File: src/rtl/mc_fifo_mem.sv
// Multi-channel FIFO: NCH independent queues sharing one memory array addressed as {channel, pointer}.
// One write and one registered read per clock; per-channel level, full/empty and sticky ovf/udf flags.
module mc_fifo_mem #(
    parameter int DWIDTH = 32,
    parameter int AWIDTH = 4,
    parameter int NCH    = 4,
    localparam int CHW   = (NCH > 1) ? $clog2(NCH) : 1
) (
    input  logic                     clk,
    input  logic                     rst,
    input  logic                     wr_en,
    input  logic [CHW-1:0]           wr_ch,
    input  logic [DWIDTH-1:0]        wr_data,
    input  logic                     rd_en,
    input  logic [CHW-1:0]           rd_ch,
    output logic                     rd_valid,
    output logic [DWIDTH-1:0]        rd_data,
    input  logic [NCH-1:0]           flush,
    output logic [NCH-1:0]           full,
    output logic [NCH-1:0]           empty,
    output logic [NCH*(AWIDTH+1)-1:0] level,
    output logic [NCH-1:0]           ovf,
    output logic [NCH-1:0]           udf
);

    localparam int DEPTH = 2 ** AWIDTH;
    localparam int PW    = AWIDTH + 1;
    localparam int MW    = CHW + AWIDTH;

    logic [DWIDTH-1:0]        r_mem [NCH*DEPTH];

    logic [NCH-1:0][PW-1:0]   r_wptr, r_rptr, r_level;
    logic [NCH-1:0]           r_full, r_empty, r_ovf, r_udf;
    logic                     r_rd_valid;
    logic [DWIDTH-1:0]        r_rd_data;

    logic [NCH-1:0][PW-1:0]   w_wptr_nxt, w_rptr_nxt, w_level_nxt;
    logic [NCH-1:0]           w_full_nxt, w_empty_nxt, w_ovf_nxt, w_udf_nxt;
    logic [NCH-1:0]           w_wr_hit, w_rd_hit, w_wr_acc, w_rd_acc;
    logic                     w_wr_ok, w_rd_ok, w_wr_en, w_rd_en;
    logic [MW-1:0]            w_wr_addr, w_rd_addr;

    // Requests are judged on the registered (pre-edge) flags, so a same-channel
    // write/read pair on a full or empty channel resolves without any bypass path.
    always_comb begin
        w_wr_ok   = wr_en && (int'(wr_ch) < NCH);
        w_rd_ok   = rd_en && (int'(rd_ch) < NCH);
        w_wr_addr = '0;
        w_rd_addr = '0;
        for (int i = 0; i < NCH; i++) begin
            w_wr_hit[i]   = w_wr_ok && (wr_ch == CHW'(i));
            w_rd_hit[i]   = w_rd_ok && (rd_ch == CHW'(i));
            w_wr_acc[i]   = 1'b0;
            w_rd_acc[i]   = 1'b0;
            w_wptr_nxt[i] = r_wptr[i];
            w_rptr_nxt[i] = r_rptr[i];
            w_ovf_nxt[i]  = r_ovf[i];
            w_udf_nxt[i]  = r_udf[i];

            if (flush[i]) begin
                w_wptr_nxt[i] = '0;
                w_rptr_nxt[i] = '0;
                w_ovf_nxt[i]  = 1'b0;
                w_udf_nxt[i]  = 1'b0;
            end else begin
                if (w_wr_hit[i]) begin
                    if (r_full[i]) begin
                        w_ovf_nxt[i] = 1'b1;
                    end else begin
                        w_wr_acc[i]   = 1'b1;
                        w_wptr_nxt[i] = r_wptr[i] + PW'(1);
                    end
                end
                if (w_rd_hit[i]) begin
                    if (r_empty[i]) begin
                        w_udf_nxt[i] = 1'b1;
                    end else begin
                        w_rd_acc[i]   = 1'b1;
                        w_rptr_nxt[i] = r_rptr[i] + PW'(1);
                    end
                end
            end

            if (w_wr_hit[i]) w_wr_addr = {CHW'(i), r_wptr[i][AWIDTH-1:0]};
            if (w_rd_hit[i]) w_rd_addr = {CHW'(i), r_rptr[i][AWIDTH-1:0]};

            w_level_nxt[i] = w_wptr_nxt[i] - w_rptr_nxt[i];
            w_full_nxt[i]  = (w_level_nxt[i] == PW'(DEPTH));
            w_empty_nxt[i] = (w_level_nxt[i] == '0);
        end
        w_wr_en = |w_wr_acc;
        w_rd_en = |w_rd_acc;
    end

    always_ff @(posedge clk or negedge rst) begin
        if (!rst) begin
            r_wptr     <= '0;
            r_rptr     <= '0;
            r_level    <= '0;
            r_full     <= '0;
            r_empty    <= '1;
            r_ovf      <= '0;
            r_udf      <= '0;
            r_rd_valid <= 1'b0;
            r_rd_data  <= '0;
        end else begin
            r_wptr     <= w_wptr_nxt;
            r_rptr     <= w_rptr_nxt;
            r_level    <= w_level_nxt;
            r_full     <= w_full_nxt;
            r_empty    <= w_empty_nxt;
            r_ovf      <= w_ovf_nxt;
            r_udf      <= w_udf_nxt;
            r_rd_valid <= w_rd_en;
            if (w_rd_en) r_rd_data <= r_mem[w_rd_addr];
        end
    end

    // NOTE: the storage array has no reset so it maps onto plain RAM; the pointers alone define validity.
    always_ff @(posedge clk) begin
        if (w_wr_en) r_mem[w_wr_addr] <= wr_data;
    end

    assign full     = r_full;
    assign empty    = r_empty;
    assign level    = r_level;
    assign ovf      = r_ovf;
    assign udf      = r_udf;
    assign rd_valid = r_rd_valid;
    assign rd_data  = r_rd_data;

endmodule
File: config.mk
export PLATFORM = sky130hd
export DESIGN_NAME = mc_fifo_mem
export DESIGN_NICKNAME = d
export VERILOG_FILES = /design/src/rtl/mc_fifo_mem.sv
export SDC_FILE = /design/constraint.sdc
export NUM_CORES = 2
export LEC_CHECK = 0
export CAP_MARGIN = 20
export CORE_ASPECT_RATIO = 0.75
export CORE_MARGIN = 10
export CORE_UTILIZATION = 30
export CTS_BUF_LIST = sky130_fd_sc_hd__clkbuf_8 sky130_fd_sc_hd__clkbuf_16
export DETAILED_ROUTE_END_ITERATION = 10
export GPL_ROUTABILITY_DRIVEN = 0
export GPL_TIMING_DRIVEN = 0
export PLACE_DENSITY = 0.46
export SYNTH_ARGS = -nofsm -noshare
export SYNTH_HDL_FRONTEND = slang
export SYNTH_SLANG_ARGS = --single-unit
File: constraint.sdc
create_clock -name clk -period 3.3 [get_ports clk]
set_clock_uncertainty 0.1 [all_clocks]
set_input_delay 0.33 -clock clk [delete_from_list [all_inputs] [get_ports clk]]
set_output_delay 0.33 -clock clk [all_outputs]
set_load 0.02 [all_outputs]
---- After elaboration in Yosys (flattened, before gate mapping) ----
Memory sizes are Yosys's and may differ from the RTL's. A register that Yosys moved wholly into a read port is not among the register bits.
Cells that the tools add are included.
word-level totals
  bits in writable memories ............... 2048
  word-level logic and storage cells ...... 169
  register bits ........................... 77
  memories kept ........................... 1
operators by class
  reduce and logical (&&, ||, !) cells .... 41
  multiplexer cells ....................... 82
  eq/ne operators ......................... 10
  add/subtract/negate cells ............... 12
memory list
  name   depth  bits a word  read ports  clocked after Yosys merged registers in  wr ports  RTL line  source
  r_mem  64     32           1           1                                        1         30        logic [DWIDTH-1:0] r_mem [NCH*DEPTH];
operators by type and width
  cell                 number
  $mux 5               24
  $mux 1               50
  $add 5x1->5 const B  8
  $mux 6               6
  $reduce_bool 2->1    16
  $eq 5x5->1 const B   4
  $logic_not 5->1      4
  $sub 5x5->5          4
  $reduce_and 2->1     8
  $eq 2x2->1 const B   4
  $logic_and 1x1->1    8
  $mux 4               2
  $reduce_or 4->1      2
  $eq 2x1->1 const B   2
  $logic_not 2->1      2
  $logic_not 1->1      1

---- Longest topological paths before layout ----
  word-level depth ........................ 7
  mapped depth ............................ 14

---- Worst setup path before layout ----
No wires, ideal clock.
  path kind ............................... input port to flip-flop
  start ................................... in wr_ch[0]
  end ..................................... mem r_mem[10][0] (enable)
  path buffers ............................ 1
  setup slack ............................. -0.325 ns
  stages on the path ...................... 5
  data arrival time ....................... 3.104 ns
  path through ............................ buf_1 mux4_2 nand2_1 nand4_1 nor2_1
between the ends
  word-level cells in the longest chain between the ends .. 7
  elaborated cells on any way between the ends .. 23
  classes of those cells .................. 3 x eq/ne; 14 x mux; 6 x reduce/logical
RTL lines
  what                                RTL line  source
  from (decl)                         12        input logic [CHW-1:0] wr_ch,
  $eq 2x1->1 (tied with other cells)  51        w_wr_hit[i] = w_wr_ok && (wr_ch == CHW'(i));
  $logic_and 1x1->1                   51
  $mux 1                              66        if (w_wr_hit[i]) begin
  $mux 1                              60        if (flush[i]) begin
  $reduce_or 4->1                     91        w_wr_en = |w_wr_acc;
  $mux 1                              121       if (w_wr_en) r_mem[w_wr_addr] <= wr_data;
  $mux 1 (implied by the code)        121
  to (decl)                           30
Parallel ways exist; a longest one is shown, timed or not.

---- Worst setup path after layout ----
  start ................................... reg r_rptr[10] (netlist name)
  end ..................................... reg r_rd_data[21], in the netlist rd_data[21], read port of r_mem
between the ends
  word-level cells in the longest chain between the ends .. 2
RTL lines
  what                    RTL line  source
  from (decl)             32        logic [NCH-1:0][PW-1:0] r_wptr, r_rptr, r_level;
  from (signal assigned)  108       r_rptr <= w_rptr_nxt;
  $mux 6 (2 in a row)     85        if (w_rd_hit[i]) w_rd_addr = {CHW'(i), r_rptr[i][AWIDTH-1:0]};
  to (decl)               35        logic [DWIDTH-1:0] r_rd_data;
No other way between the ends.
A chain may end at the register's enable or synchronous reset.

==> metrics.csv <==
stage,metric,value,unit
final_layout,num-fill-cells,25825,
floorplanning,die_h,479,um
yosys,synthFlopType,edfxtp_1,
power_and_ir_drop,power_frac_clock,40.7,%
job,max_cap_viol_count,0,
clocking,cts_buffers,217,
power_and_ir_drop,power_frac_comb,6.0,%
placement,io_buffers,111,
final_layout,final_layout_size_suffix_gt1_share,23.1,%
setup_path,crit_path_max_incr_delay,520,ps
yosys,yosys.cell_count.top_type,edfxtp_1,
yosys,async_reset_ff_share,5.05,%
sta,finalSetupViolCount,32,
setup_path,regToRegSetupSlack,-270,ps
yosys,syn-num-nets,5269,
setup_path,r2r-start,r_rptr[10],
setup_path,cp_common_cell,buf_12,
clocking,cts_tree,built,
floorplanning,dieWidth,631,um
yosys,synth_area,84100,um^2
clocking,clk_latency,860,ps
grt,grt_pass1_vias,48796,
worst_hold_path,hold_path_class,in -> reg,
clocking,clock-sinks,2157,
routing,drc,0,
routing,wl_per_cell,28.6,um
power_and_ir_drop,seqPwrFrac,53.3,%
clocking,clockRootBuffer,clkbuf_16,
status,status,finished with violations,
power_and_ir_drop,p_int,44500,uW
yosys,synth.largest_area_cell,edfxtp_1,
setup_path,endpoint,rd_data[21],
floorplanning,ios,113,
yosys,synth.avg_cell_area,16.2,um^2
sta,period_minus_slack,3570,ps
final_layout,design_area,106000,um^2
power_and_ir_drop,power_density,544,nW/um^2
sta,slew_headroom,34.0,%
setup_path,worstPathRequired,3950,ps
floorplanning,row_count,168,
power_and_ir_drop,switching_share,22.8,%
yosys,synth_seq_cells,2157,
power_and_ir_drop,p_sw,13200,uW
sta,fmax,0.280,GHz
final_layout,final_cells,9784,
power_and_ir_drop,max-vdd-ir-drop,0.000398,V
clocking,htree_num_levels,4,
setup_path,start_kind,flip-flop,
sta,setup_ws,-267,ps
sta,maxSlewViolCount,0,
floorplanning,initial_core_util,30.1,%
yosys,ys_seq_area_share,76.4,%
yosys,synth_common_cells,"edfxtp_1, nand2_1, nand3_1, mux2i_1, clkbuf_1",
status,violations,setup timing,
sta,rsz0062_at_grt,yes,
sta,hold_violations,0,
yosys,synth_cells,5197,
clocking,cts_buffer_depth,4,
placement,place_hpwl,189000,um
sta,whs,63.5,ps
routing,wl,279000,um
setup_path,crit_path_cell_trace,mux2_4 -> a22oi_2 -> buf_6 -> buf_12 -> buf_12 -> buf_12 -> buf_8 -> buf_16 -> buf_12 -> mux4_2 -> a221oi_2 -> o21ai_4 -> a2111o_1,
routing,vias_per_cell,5.11,
routing,drtIter0Drc,5582,
placement,dp_cells,9174,
yosys,synth.distinct_cells,58,
setup_path,worst_setup_path_end_kind,flip-flop,
power_and_ir_drop,p_leak,0.0360,uW
final_layout,area_growth,26.0,%
routing,detail-route-antenna-nets,0,
grt,grt_pass1_wl,389000,um
yosys,synth_edf_count,2048,
setup_path,reg2reg_to,rd_data[21],
grt,grt_antenna_before_repair,28,
final_layout,multi_input_area,21900,um^2
setup_path,ff2ff_path_depth,13,
floorplanning,die_area,302000,um^2
setup_path,worstPathArrival,4220,ps
routing,dr.pass1.iters,6,
setup_path,critical_path_class,reg -> reg,
setup_path,critPathMaxFanout,5,
sta,period_share,108,%
yosys,synth-warning-count,0,
placement,dpl_cell_area,92700,um^2
grt,grt_use_total,17.9,%
final_layout,fin_util,37.9,%
sta,worstMarginPinSlew,991,ps
setup_path,critical_path.startpoint,r_rptr[10],
clocking,clk_pin_slew,70,ps
grt,grt_overflow,0,
routing,vias,50039,
setup_path,worst_path_max_delay_cell,mux4_2,
grt,grt_max_degree,78,
yosys,ys_top_cells_by_area,"edfxtp_1, mux4_2, nand2_1",
final_layout,layout.area.seq,64200,um^2
yosys,synth_top_area_share,73.1,%
floorplanning,coreArea,279000,um^2
final_layout,fin_nets,5944,
-- how the worst min path moves through the flow --
stage,from,cells after the start,slack (ps),to
after floorplan,rst,0,-70,full[0]
after global placement,udf[0],2,390,udf[0]
after detailed placement,rst,1,210,rd_data[19]
after CTS,wr_en,5,20,ovf[2]
after global routing,wr_data[17],2,110,r_mem[40][17]
final,wr_en,5,60,ovf[2]
-- critical path: cells and delay by family (launching register included) --
| kind | cells | cell delay (ps) |
|---|---|---|
| muxes | 2 | 800 |
| buffers and inverters | 7 | 870 |
| AOI/OAI and AO/OA | 4 | 1220 |
| DFF | 1 | 430 |
-- power by group through the flow --
stage | Clock, uW | Combinational [uW] | Sequential (uW)
floorplan | 0 | 905 | 31200
global placement | 0 | 2870 | 31400
CTS | 23900 | 3420 | 30800
detailed placement | 0 | 3040 | 31300
global route | 25000 | 3650 | 30700
finish | 23500 | 3460 | 30700
-- cell families (layout without fill, tap and decap cells) --
| family | count (synthesis) | after routing | share of synthesized area, % |
|---|---|---|---|
| flip-flops | 2157 | 2157 | 76.4 |
| other | 0 | 5 | 0 |
| adder cells (fa/ha/maj) | 28 | 28 | 0.452 |
| buffers and inverters | 382 | 1224 | 1.90 |
| XOR/XNOR | 48 | 48 | 0.500 |
| AO/OA/AOI/OAI | 652 | 652 | 5.60 |
| AND/OR/NAND/NOR | 1487 | 1487 | 7.50 |
| multiplexers | 443 | 443 | 7.69 |
-- repair_timing --
| action | CTS | global route |
|---|---|---|
| cloned | 15 | 4 |
| buffers inserted | 137 | 45 |
| endpoints found under the setup margin | 1524 | 207 |
| pin swaps | 160 | 99 |
| hold endpoints to repair | 1093 | 0 |
| hold buffers | 35 | 0 |
| gates resized for setup | 716 | 244 |
-- sequential cells by signal, indices dropped and copies added, names as in the netlist --
signal    cells
level        20
r_wptr       20
r_rptr       20
udf           4
ovf           4
empty         4
rd_valid      1
r_mem      2048
full          4
rd_data      32
-- cells in the final DEF, fill, tap and decap left out, types with 29 or more instances in the layout --
cell type and count:
a31oi_1 91, mux2i_1 218, edfxtp_1 2048, buf_12 139, clkbuf_1 99, mux2i_4 41
clkbuf_4 41, o22ai_1 62, dlygate4sd3_1 34, mux4_2 162, inv_1 108, nand2_1 884
buf_2 33, a311oi_1 29, a221oi_2 29, a21oi_1 109, clkbuf_16 224, a2111o_1 31
nor2_1 66, a221oi_1 42, nand3_1 341, clkdlybuf4s50_1 78, a211oi_1 33, xor2_1 30
buf_6 38, nor2_4 65, buf_16 44, a221oi_4 58, clkinv_1 60, o211ai_1 63
dfrtp_1 103, clkbuf_2 94, clkinv_2 37, a2111oi_4 29, buf_4 157
-- per-stage QoR --
step,setup TNS [ps],worst slack (ps),power (uW)
after floorplan,-475060,-325,32100
after global placement,-7712680,-3740,34300
after detailed placement,-2338800,-2780,34400
after CTS,-8600,-360,58100
after global routing,-7500,-315,59400
final,-5420,-267,57700
-- routing by layer --
layer  global-route usage (%)  part of all wire (%)
met5                        0                 0.012
met4                     4.29                   2.6
met3                     4.06                   8.2
met2                     27.3                    45
met1                     25.8                    45
-- cell type report --
cell class / instances / area share [%]
clock buffer: 223 / 5.23
antenna: 5 / 0.0118
multi-input combinational: 2658 / 20.6
inverter: 62 / 0.220
clock inverter: 163 / 0.954
sequential: 2157 / 60.6
timing repair buffer: 461 / 5.79
tap: 3740 / 4.42
buffer: 315 / 2.11
No activity file was read; power rests on OpenSTA's default activity.
